==> src/rtl/freq_meter_ctrl.sv <==
// Measurement sequencer for the dual-counter frequency meter: settle/gate window,
// count handshake, iterative divide. Define FREQ_ROUND_EN for round-to-nearest results.
module freq_meter_ctrl #(
    parameter int unsigned CNT_W          = 32,
    parameter int unsigned SETTLE_CYCLES  = 12_500_000,
    parameter int unsigned GATE_CYCLES    = 50_000_000,
    parameter int unsigned TIMEOUT_CYCLES = 25_000_000,
    parameter int unsigned STAND_CLK_FREQ = 100_000_000
) (
    input  logic             sys_clk,
    input  logic             sys_rst_n,
    input  logic             start,
    input  logic             abort,
    input  logic             continuous,
    input  logic [CNT_W-1:0] cnt_test_in,
    input  logic [CNT_W-1:0] cnt_stand_in,
    input  logic             cnt_vld,
    output logic             gate_out,
    output logic             busy,
    output logic [31:0]      freq,
    output logic             freq_vld,
    output logic             err_timeout,
    output logic             err_zero
);

    localparam logic [2:0] S_IDLE   = 3'd0;
    localparam logic [2:0] S_SETTLE = 3'd1;
    localparam logic [2:0] S_GATE   = 3'd2;
    localparam logic [2:0] S_POST   = 3'd3;
    localparam logic [2:0] S_MUL    = 3'd4;
    localparam logic [2:0] S_DIV    = 3'd5;
    localparam logic [2:0] S_DONE   = 3'd6;

    localparam logic [31:0] SETTLE_LD  = 32'(SETTLE_CYCLES - 1);
    localparam logic [31:0] GATE_LD    = 32'(GATE_CYCLES - 1);
    localparam logic [31:0] TIMEOUT_LD = 32'(TIMEOUT_CYCLES - 1);

    logic [2:0]       state_q, state_d;
    logic [31:0]      tmr_q, tmr_d;
    logic             gate_q, gate_d;
    logic [31:0]      freq_q, freq_d;
    logic             freq_vld_q, freq_vld_d;
    logic             err_timeout_q, err_timeout_d;
    logic             err_zero_q, err_zero_d;
    logic [CNT_W-1:0] test_q, test_d;
    logic [CNT_W-1:0] stand_q, stand_d;
    logic [CNT_W-1:0] rem_q, rem_d;
    logic [63:0]      quo_q, quo_d;

    logic [63:0]      num;
    logic [CNT_W:0]   trial;
    logic [CNT_W:0]   diff;
    logic             ge;

    always_comb begin
        num = 64'(STAND_CLK_FREQ) * {{(64-CNT_W){1'b0}}, test_q};
`ifdef FREQ_ROUND_EN
        num = num + {{(64-CNT_W){1'b0}}, stand_q >> 1};
`endif
        // quo_q doubles as the numerator shift register during the divide
        trial = {rem_q, quo_q[63]};
        diff  = trial - {1'b0, stand_q};
        ge    = (trial >= {1'b0, stand_q});
    end

    always_comb begin
        state_d       = state_q;
        tmr_d         = tmr_q;
        gate_d        = gate_q;
        freq_d        = freq_q;
        freq_vld_d    = 1'b0;
        err_timeout_d = err_timeout_q;
        err_zero_d    = err_zero_q;
        test_d        = test_q;
        stand_d       = stand_q;
        rem_d         = rem_q;
        quo_d         = quo_q;
        if (abort) begin
            state_d = S_IDLE;
            gate_d  = 1'b0;
        end else begin
            case (state_q)
                S_IDLE: if (start) begin
                    state_d       = S_SETTLE;
                    tmr_d         = SETTLE_LD;
                    err_timeout_d = 1'b0;
                    err_zero_d    = 1'b0;
                end
                S_SETTLE: if (tmr_q == '0) begin
                    state_d = S_GATE;
                    gate_d  = 1'b1;
                    tmr_d   = GATE_LD;
                end else tmr_d = tmr_q - 32'd1;
                S_GATE: if (tmr_q == '0) begin
                    state_d = S_POST;
                    gate_d  = 1'b0;
                    tmr_d   = TIMEOUT_LD;
                end else tmr_d = tmr_q - 32'd1;
                S_POST: if (cnt_vld) begin
                    state_d = S_MUL;
                    test_d  = cnt_test_in;
                    stand_d = cnt_stand_in;
                end else if (tmr_q == '0) begin
                    state_d       = S_IDLE;
                    err_timeout_d = 1'b1;
                end else tmr_d = tmr_q - 32'd1;
                S_MUL: begin
                    rem_d = '0;
                    tmr_d = 32'd63;
                    if (stand_q == '0) begin
                        state_d    = S_DONE;
                        err_zero_d = 1'b1;
                        quo_d      = '0;
                    end else begin
                        state_d = S_DIV;
                        quo_d   = num;
                    end
                end
                S_DIV: begin
                    quo_d = {quo_q[62:0], ge};
                    rem_d = ge ? diff[CNT_W-1:0] : trial[CNT_W-1:0];
                    if (tmr_q == '0) state_d = S_DONE;
                    else tmr_d = tmr_q - 32'd1;
                end
                S_DONE: begin
                    freq_d     = (|quo_q[63:32]) ? 32'hFFFF_FFFF : quo_q[31:0];
                    freq_vld_d = 1'b1;
                    if (continuous) begin
                        state_d = S_SETTLE;
                        tmr_d   = SETTLE_LD;
                    end else state_d = S_IDLE;
                end
                default: state_d = S_IDLE;
            endcase
        end
    end

    always_ff @(posedge sys_clk or negedge sys_rst_n) begin
        if (!sys_rst_n) begin
            state_q       <= S_IDLE;
            tmr_q         <= '0;
            gate_q        <= 1'b0;
            freq_q        <= '0;
            freq_vld_q    <= 1'b0;
            err_timeout_q <= 1'b0;
            err_zero_q    <= 1'b0;
            test_q        <= '0;
            stand_q       <= '0;
            rem_q         <= '0;
            quo_q         <= '0;
        end else begin
            state_q       <= state_d;
            tmr_q         <= tmr_d;
            gate_q        <= gate_d;
            freq_q        <= freq_d;
            freq_vld_q    <= freq_vld_d;
            err_timeout_q <= err_timeout_d;
            err_zero_q    <= err_zero_d;
            test_q        <= test_d;
            stand_q       <= stand_d;
            rem_q         <= rem_d;
            quo_q         <= quo_d;
        end
    end

    assign gate_out    = gate_q;
    assign busy        = (state_q != S_IDLE);
    assign freq        = freq_q;
    assign freq_vld    = freq_vld_q;
    assign err_timeout = err_timeout_q;
    assign err_zero    = err_zero_q;

endmodule

==> config.mk <==
export PLATFORM = sky130hd
export DESIGN_NAME = freq_meter_ctrl
export DESIGN_NICKNAME = d
export VERILOG_FILES = /design/src/rtl/freq_meter_ctrl.sv
export SDC_FILE = /design/constraint.sdc
export NUM_CORES = 1
export LEC_CHECK = 0
export ABC_AREA = 0
export BUFFER_PORTS_ARGS = -buffer_cell sky130_fd_sc_hd__buf_2
export CORE_AREA = 2 2 235 237
export CTS_CLUSTER_SIZE = 12
export DETAILED_ROUTE_END_ITERATION = 6
export DIE_AREA = 0 0 237 239
export GPL_TIMING_DRIVEN = 0
export PLACE_DENSITY = 0.59
export SYNTH_ARGS = -nofsm -noshare
export SYNTH_HDL_FRONTEND = slang
export SYNTH_SLANG_ARGS = --single-unit
==> constraint.sdc <==
create_clock -name sys_clk -period 7.2 [get_ports sys_clk]
set_input_delay 1.08 -clock sys_clk [delete_from_list [all_inputs] [get_ports sys_clk]]
set_output_delay 1.08 -clock sys_clk [all_outputs]
set_load 0.01 [all_outputs]
==> flow_summary_export.csv, run 1 <==
group,metric,value,unit
outcome,status,"completed",
die,die_w,237,µm
critical_path,cpMostUsedCell,"fa_1",
detailed_routing,via_per_inst,5.484,
detailed_routing,drt.antenna.violating_nets,0,
place,place_congestion,0.9100,
critical_path,arrival,7.40,ns
timing,fin_skew,0.01847,ns
timing,setup_viol,0,
synthesis,syn_area,24040,µm²
die,die_area,56640,µm²
timing,fmax,145.2,MHz
place,dpl.hpwl,52.64,mm
synthesis,yosysWarnings,0,
clocking,cts_num_sinks,231,
synthesis,avgSynthCellArea,9.293,µm²
critical_path,cp-start-kind,"flop",
die,num_rows,86,
timing,period_share,0.9568,
clocking,cts_hold_buf,0,
synthesis,synth.distinct_cells,83,
critical_path,path_cells,"inv_1 -> fa_1 -> fa_1 -> inv_1 -> fa_1 -> fa_1 -> fa_1 -> inv_1 -> fa_1 -> inv_1 -> ha_1 -> o21a_1 -> o211ai_1 -> a2111oi_0 -> a21oi_1 -> o21ai_1 -> xnor2_1 -> or3_1 -> a21oi_1",
global_routing,grt_pass1_wl,106.1,mm
timing,worst_slack,0.3112,ns
clocking,cts_tree,"built",
synthesis,syn_nets,3186,
timing,max_slew.worst_pin.slew,1.379,ns
synthesis,synth-edff-count,0,
layout,layout_common_cells,"inv_1 (457), fa_1 (268), ha_1 (261), nand2_1 (240), dfrtp_1 (226)",
layout,syn2layout_area_growth,10.21,%
clocking,cts_buffers,29,
timing,finalMaxSlewViolations,0,
critical_path,crit_slowest_cell,"a2111oi_0",
critical_path,crit_fanout,8,
critical_path,path_class,"flop to flop",
clocking,clk_pin_slew,0.06,ns
place,port_buffers,106,
die,ios,107,
timing,setup_tns,0,ns
detailed_routing,detail_route.iter0.violations,1228,
detailed_routing,wl_per_cell,18.63,µm
clocking,post_cts_buffers,0,
global_routing,antenna_found_initial,0,
place,dp_slack,0.1495,ns
layout,n_antenna_cell,0,
global_routing,grt_pass1_vias,19780,
die,die_y,239,µm
clocking,htreeDepth,1,
synthesis,yosys.area.top_type,"dfrtp_1",
global_routing,track_usage,0.2358,
synthesis,synth_cells,2587,
flow_run,drv_cap,0,
layout,mostFrequentLayoutCell,"inv_1",
global_routing,grt_max_degree,114,
clocking,cts-root-buf,"clkbuf_16",
critical_path,crit_required,7.72,ns
timing,hold_viol_final,0,
synthesis,netlist_top_cells_area,"dfrtp_1 (24%), fa_1 (22%), ha_1 (14%), inv_1 (7.1%), o21ai_0 (4.3%)",
timing,rsz0062_at_grt,"no",
die,core,54340,µm²
synthesis,ys_seq_area_frac,0.2404,
synthesis,ys_ff_latch,231,
synthesis,yosys_most_used_dff,"dfrtp_1",
layout,layout-drive-gt1-share,0.07793,
layout,nNetsFinal,3326,
timing,max_slew_margin,0.08085,
hold_path,hp-class,"primary input to asynchronous set/reset pin",
detailed_routing,drc,0,
detailed_routing,routed_wl,64.26,mm
critical_path,slowest_delay,1.00,ns
detailed_routing,drt_pre_antenna_iters,5,
die,start_util,0.4424,
clocking,clockBufferDepth,3,
synthesis,synth-async-reset-ratio,1.000,
timing,period_minus_slack,6.889,ns
detailed_routing,vias,18920,
global_routing,grt_overflow,0,
clocking,worstSkewPairLatency,0.60,ns
critical_path,cp-end-kind,"flop",
synthesis,synth_top_area_share,0.2404,
## worst paths after layout
path | start | end | slack [ns] | cells after the start
min in group sys_clk | freq[28] | freq[28] | 0.50 | 1
worst min register to register | freq[28] | freq[28] | 0.50 | 1
worst min-delay path | sys_rst_n | test_q[24] | 0.36 | 1
max in group asynchronous | sys_rst_n | tmr_q[24] | 5.56 | 3
worst max-delay path | test_q[4] | quo_q[43] | 0.31 | 19
worst max register to register | test_q[4] | quo_q[43] | 0.31 | 19
## layout make-up
class	count	area, µm²
fillers	5166	27840
multi-input cells	1806	16170
flip-flops and latches	231	5787
inverters	458	1719
well taps	704	880.8
clock buffers	36	782.0
repair buffers	109	606.8
plain buffers	92	376.6
clock inverters	14	168.9
## flip-flops by register name, indices dropped and copies added, names as in the netlist
register	count
quo_q	64
freq	32
rem_q	32
stand_q	32
test_q	32
tmr_q	32
state_q	3
err_timeout	1
err_zero	1
freq_vld	1
gate_out	1
## Yosys cell counts (22+ instances only)
cell	number
a31oi_1	27
inv_1	457
a21o_1	50
o21ai_0	206
nand2_1	240
dfrtp_1	231
nor3_1	30
ha_1	261
xor2_1	43
o22a_1	42
clkbuf_1	68
fa_1	268
xnor2_1	48
a21oi_1	128
nor2_1	92
nor4_1	25
a22oi_1	22
nand3_1	46
## metal layers
layer | wire length [µm] | share of wire | up-vias | track usage
met2 | 30050 | 0.47 | 429 | 0.3894
met4 | 1613 | 0.025 | 0 | 0.06463
li1 | - | - | 8974 | -
met1 | 29410 | 0.46 | 9426 | 0.3285
met5 | 0 | 0 | - | 0
met3 | 3195 | 0.050 | 91 | 0.02829
## cell families after synthesis
family          share of synthesized area
compound gates                     0.1626
xor+xnor                          0.03315
fa+ha+maj                          0.3590
buf+inv                           0.08717
flops                              0.2404
mux                              0.009471
simple gates                       0.1081
## per-stage QoR
stage          instances  hold WS (ns)    util  instance area (µm²)
2_1_floorplan       2587        0.4670       -                24040
3_3_place_gp        3397        0.4871  0.4684                25450
3_5_place_dp        3400        0.4929  0.4699                25530
4_1_cts             3450        0.3404  0.4874                26490
5_1_grt             3450        0.3570  0.4876                26500
6_report            3450        0.3579  0.4876                26500
## critical path: cells and delay by family (launching register included)
| kind | cells | cell delay [ns] |
|---|---|---|
| xor+xnor | 1 | 0.10 |
| fa+ha+maj | 7 | 3.51 |
| compound gates | 6 | 1.88 |
| flops | 1 | 0.56 |
| simple gates | 1 | 0.34 |
| buf+inv | 4 | 0.42 |
## what timing repair did
item,in CTS,in global routing
hold endpoints to repair,0,0
resized for setup,0,7
setup endpoints to repair,0,9
Power of run 1 is left out: the tool's default activity adds up to more than one toggle a clock period on the data nets, which glitch-free logic cannot reach.
==> inputs of run 2 (changes only) <==
- clock period: 7.2 -> 8.7 ns (I/O delays scaled with it)
==> flow_summary_export.csv, run 2 (synthesized netlist as in run 1, its figures left out) <==
group,metric,value,unit
outcome,status,"completed",
timing,worst_slack,1.593,ns
global_routing,grt_pass1_wl,106.1,mm
detailed_routing,via_per_inst,5.478,
timing,fmax,140.7,MHz
critical_path,cp-end-kind,"flop",
global_routing,antenna_found_initial,0,
place,dp_cells,3400,
timing,max_slew_margin,0.08452,
clocking,worstSkewPairLatency,0.59,ns
critical_path,crit_slowest_cell,"a2111oi_0",
critical_path,worstReg2RegStart,"test_q[5]",
place,port_buffers,106,
timing,setup_tns,0,ns
clocking,post_cts_buffers,0,
die,die_y,239,µm
layout,fin_cells,3451,
timing,rsz0062_at_grt,"no",
timing,hold_viol_final,0,
die,die_w,237,µm
clocking,htreeDepth,1,
detailed_routing,drc,0,
clocking,clk_pin_slew,0.06,ns
hold_path,hp-class,"flop to flop",
timing,finalMaxSlewViolations,0,
critical_path,cpMostUsedCell,"fa_1",
detailed_routing,detail_route.iter0.violations,1283,
die,ios,107,
critical_path,path_class,"flop to flop",
layout,layout.area.seq,5781,µm²
detailed_routing,drt.antenna.violating_nets,0,
critical_path,r2r-end,"quo_q[43]",
critical_path,crit_required,9.21,ns
layout,layout-drive-gt1-share,0.07575,
layout,layout_common_cells,"inv_1 (457), fa_1 (268), ha_1 (261), nand2_1 (240), dfrtp_1 (231)",
timing,max_slew.worst_pin.slew,1.373,ns
detailed_routing,routed_wl,64.23,mm
layout,regMostFlops,"quo_q",
timing,setup_viol,0,
clocking,cts_hold_buf,0,
die,die_area,56640,µm²
critical_path,cp-start-kind,"flop",
timing,fin_skew,0.01782,ns
critical_path,reg2reg_slack,1.59,ns
die,core,54340,µm²
critical_path,startpoint,"test_q[5]",
layout,mostFrequentLayoutCell,"inv_1",
timing,period_minus_slack,7.107,ns
critical_path,rr_worst_depth,19,
place,dp_slack,1.650,ns
global_routing,grt_overflow,0,
die,start_util,0.4424,
layout,largest_register_ffs,64,
detailed_routing,vias,18910,
layout,nNetsFinal,3326,
detailed_routing,drt_pre_antenna_iters,7,
global_routing,grt_max_degree,114,
place,dpl.hpwl,52.64,mm
clocking,cts_num_sinks,231,
critical_path,path_cells,"inv_1 -> fa_1 -> fa_1 -> inv_1 -> fa_1 -> fa_1 -> fa_1 -> inv_1 -> fa_1 -> inv_1 -> ha_1 -> o21a_1 -> o211ai_1 -> a2111oi_0 -> a21oi_1 -> o21ai_1 -> xnor2_1 -> or3_1 -> a21oi_1",
clocking,post_cts_resized,0,
place,place_congestion,0.9100,
layout,multi_input_area,16170,µm²
die,num_rows,86,
clocking,cts-root-buf,"clkbuf_16",
layout,syn2layout_area_growth,10.17,%
critical_path,endpoint,"quo_q[43]",
clocking,cts_tree,"built",
critical_path,slowest_delay,1.05,ns
flow_run,drv_cap,0,
clocking,cts_buffers,29,
layout,fillers,5167,
global_routing,track_usage,0.2358,
timing,period_share,0.8169,
critical_path,arrival,7.62,ns
global_routing,grt_pass1_vias,19780,
critical_path,crit_fanout,8,
clocking,clockBufferDepth,3,
detailed_routing,wl_per_cell,18.61,µm
==> run 2: worst min path at each step <==
stage	startpoint	endpoint	slack, ns	cells past startpoint
2_1_floorplan	quo_q[17]	quo_q[17]	0.47	2
3_3_place_gp	err_timeout	err_timeout	0.49	2
3_5_place_dp	err_timeout	err_timeout	0.49	2
4_1_cts	freq[28]	freq[28]	0.51	1
5_1_grt	freq[5]	freq[5]	0.53	1
6_report	freq[28]	freq[28]	0.50	1
==> run 2: per-layer routing <==
metal,share of wire,up-vias,routed length [µm],GRT usage
li1,-,8978,-,-
met1,0.46,9408,29550,0.3285
met2,0.47,430,30050,0.3894
met3,0.047,89,3014,0.02829
met4,0.025,0,1614,0.06463
met5,0,-,0,0
==> run 2: cell type report <==
| class | count | area share |
|---|---|---|
| antenna | 1 | 0.00009447 |
| buffer | 92 | 0.01422 |
| clock buffer | 36 | 0.02952 |
| clock inverter | 14 | 0.006377 |
| inverter | 458 | 0.06490 |
| multi-input combinational | 1806 | 0.6105 |
| sequential | 231 | 0.2182 |
| tap | 704 | 0.03325 |
| timing repair buffer | 109 | 0.02291 |
==> run 2: critical path, delay by kind of cell (launching register included) <==
kind / cells / cell delay, ns
AND/OR/NAND/NOR: 1 / 0.33
buffers and inverters: 4 / 0.43
XOR/XNOR: 1 / 0.10
flip-flops: 1 / 0.65
AO/OA/AOI/OAI: 6 / 1.95
adder cells (fa/ha/maj): 7 / 3.57
==> run 2: through the flow <==
step,hold WS (ns),util,cell area [µm²]
after global routing,0.5250,0.4874,26490
final,0.4982,0.4875,26490
after CTS,0.5065,0.4874,26490
after global placement,0.4871,0.4684,25450
after detailed placement,0.4929,0.4699,25530
after floorplan,0.4670,-,24040
Power of run 2 is left out for the same reason.
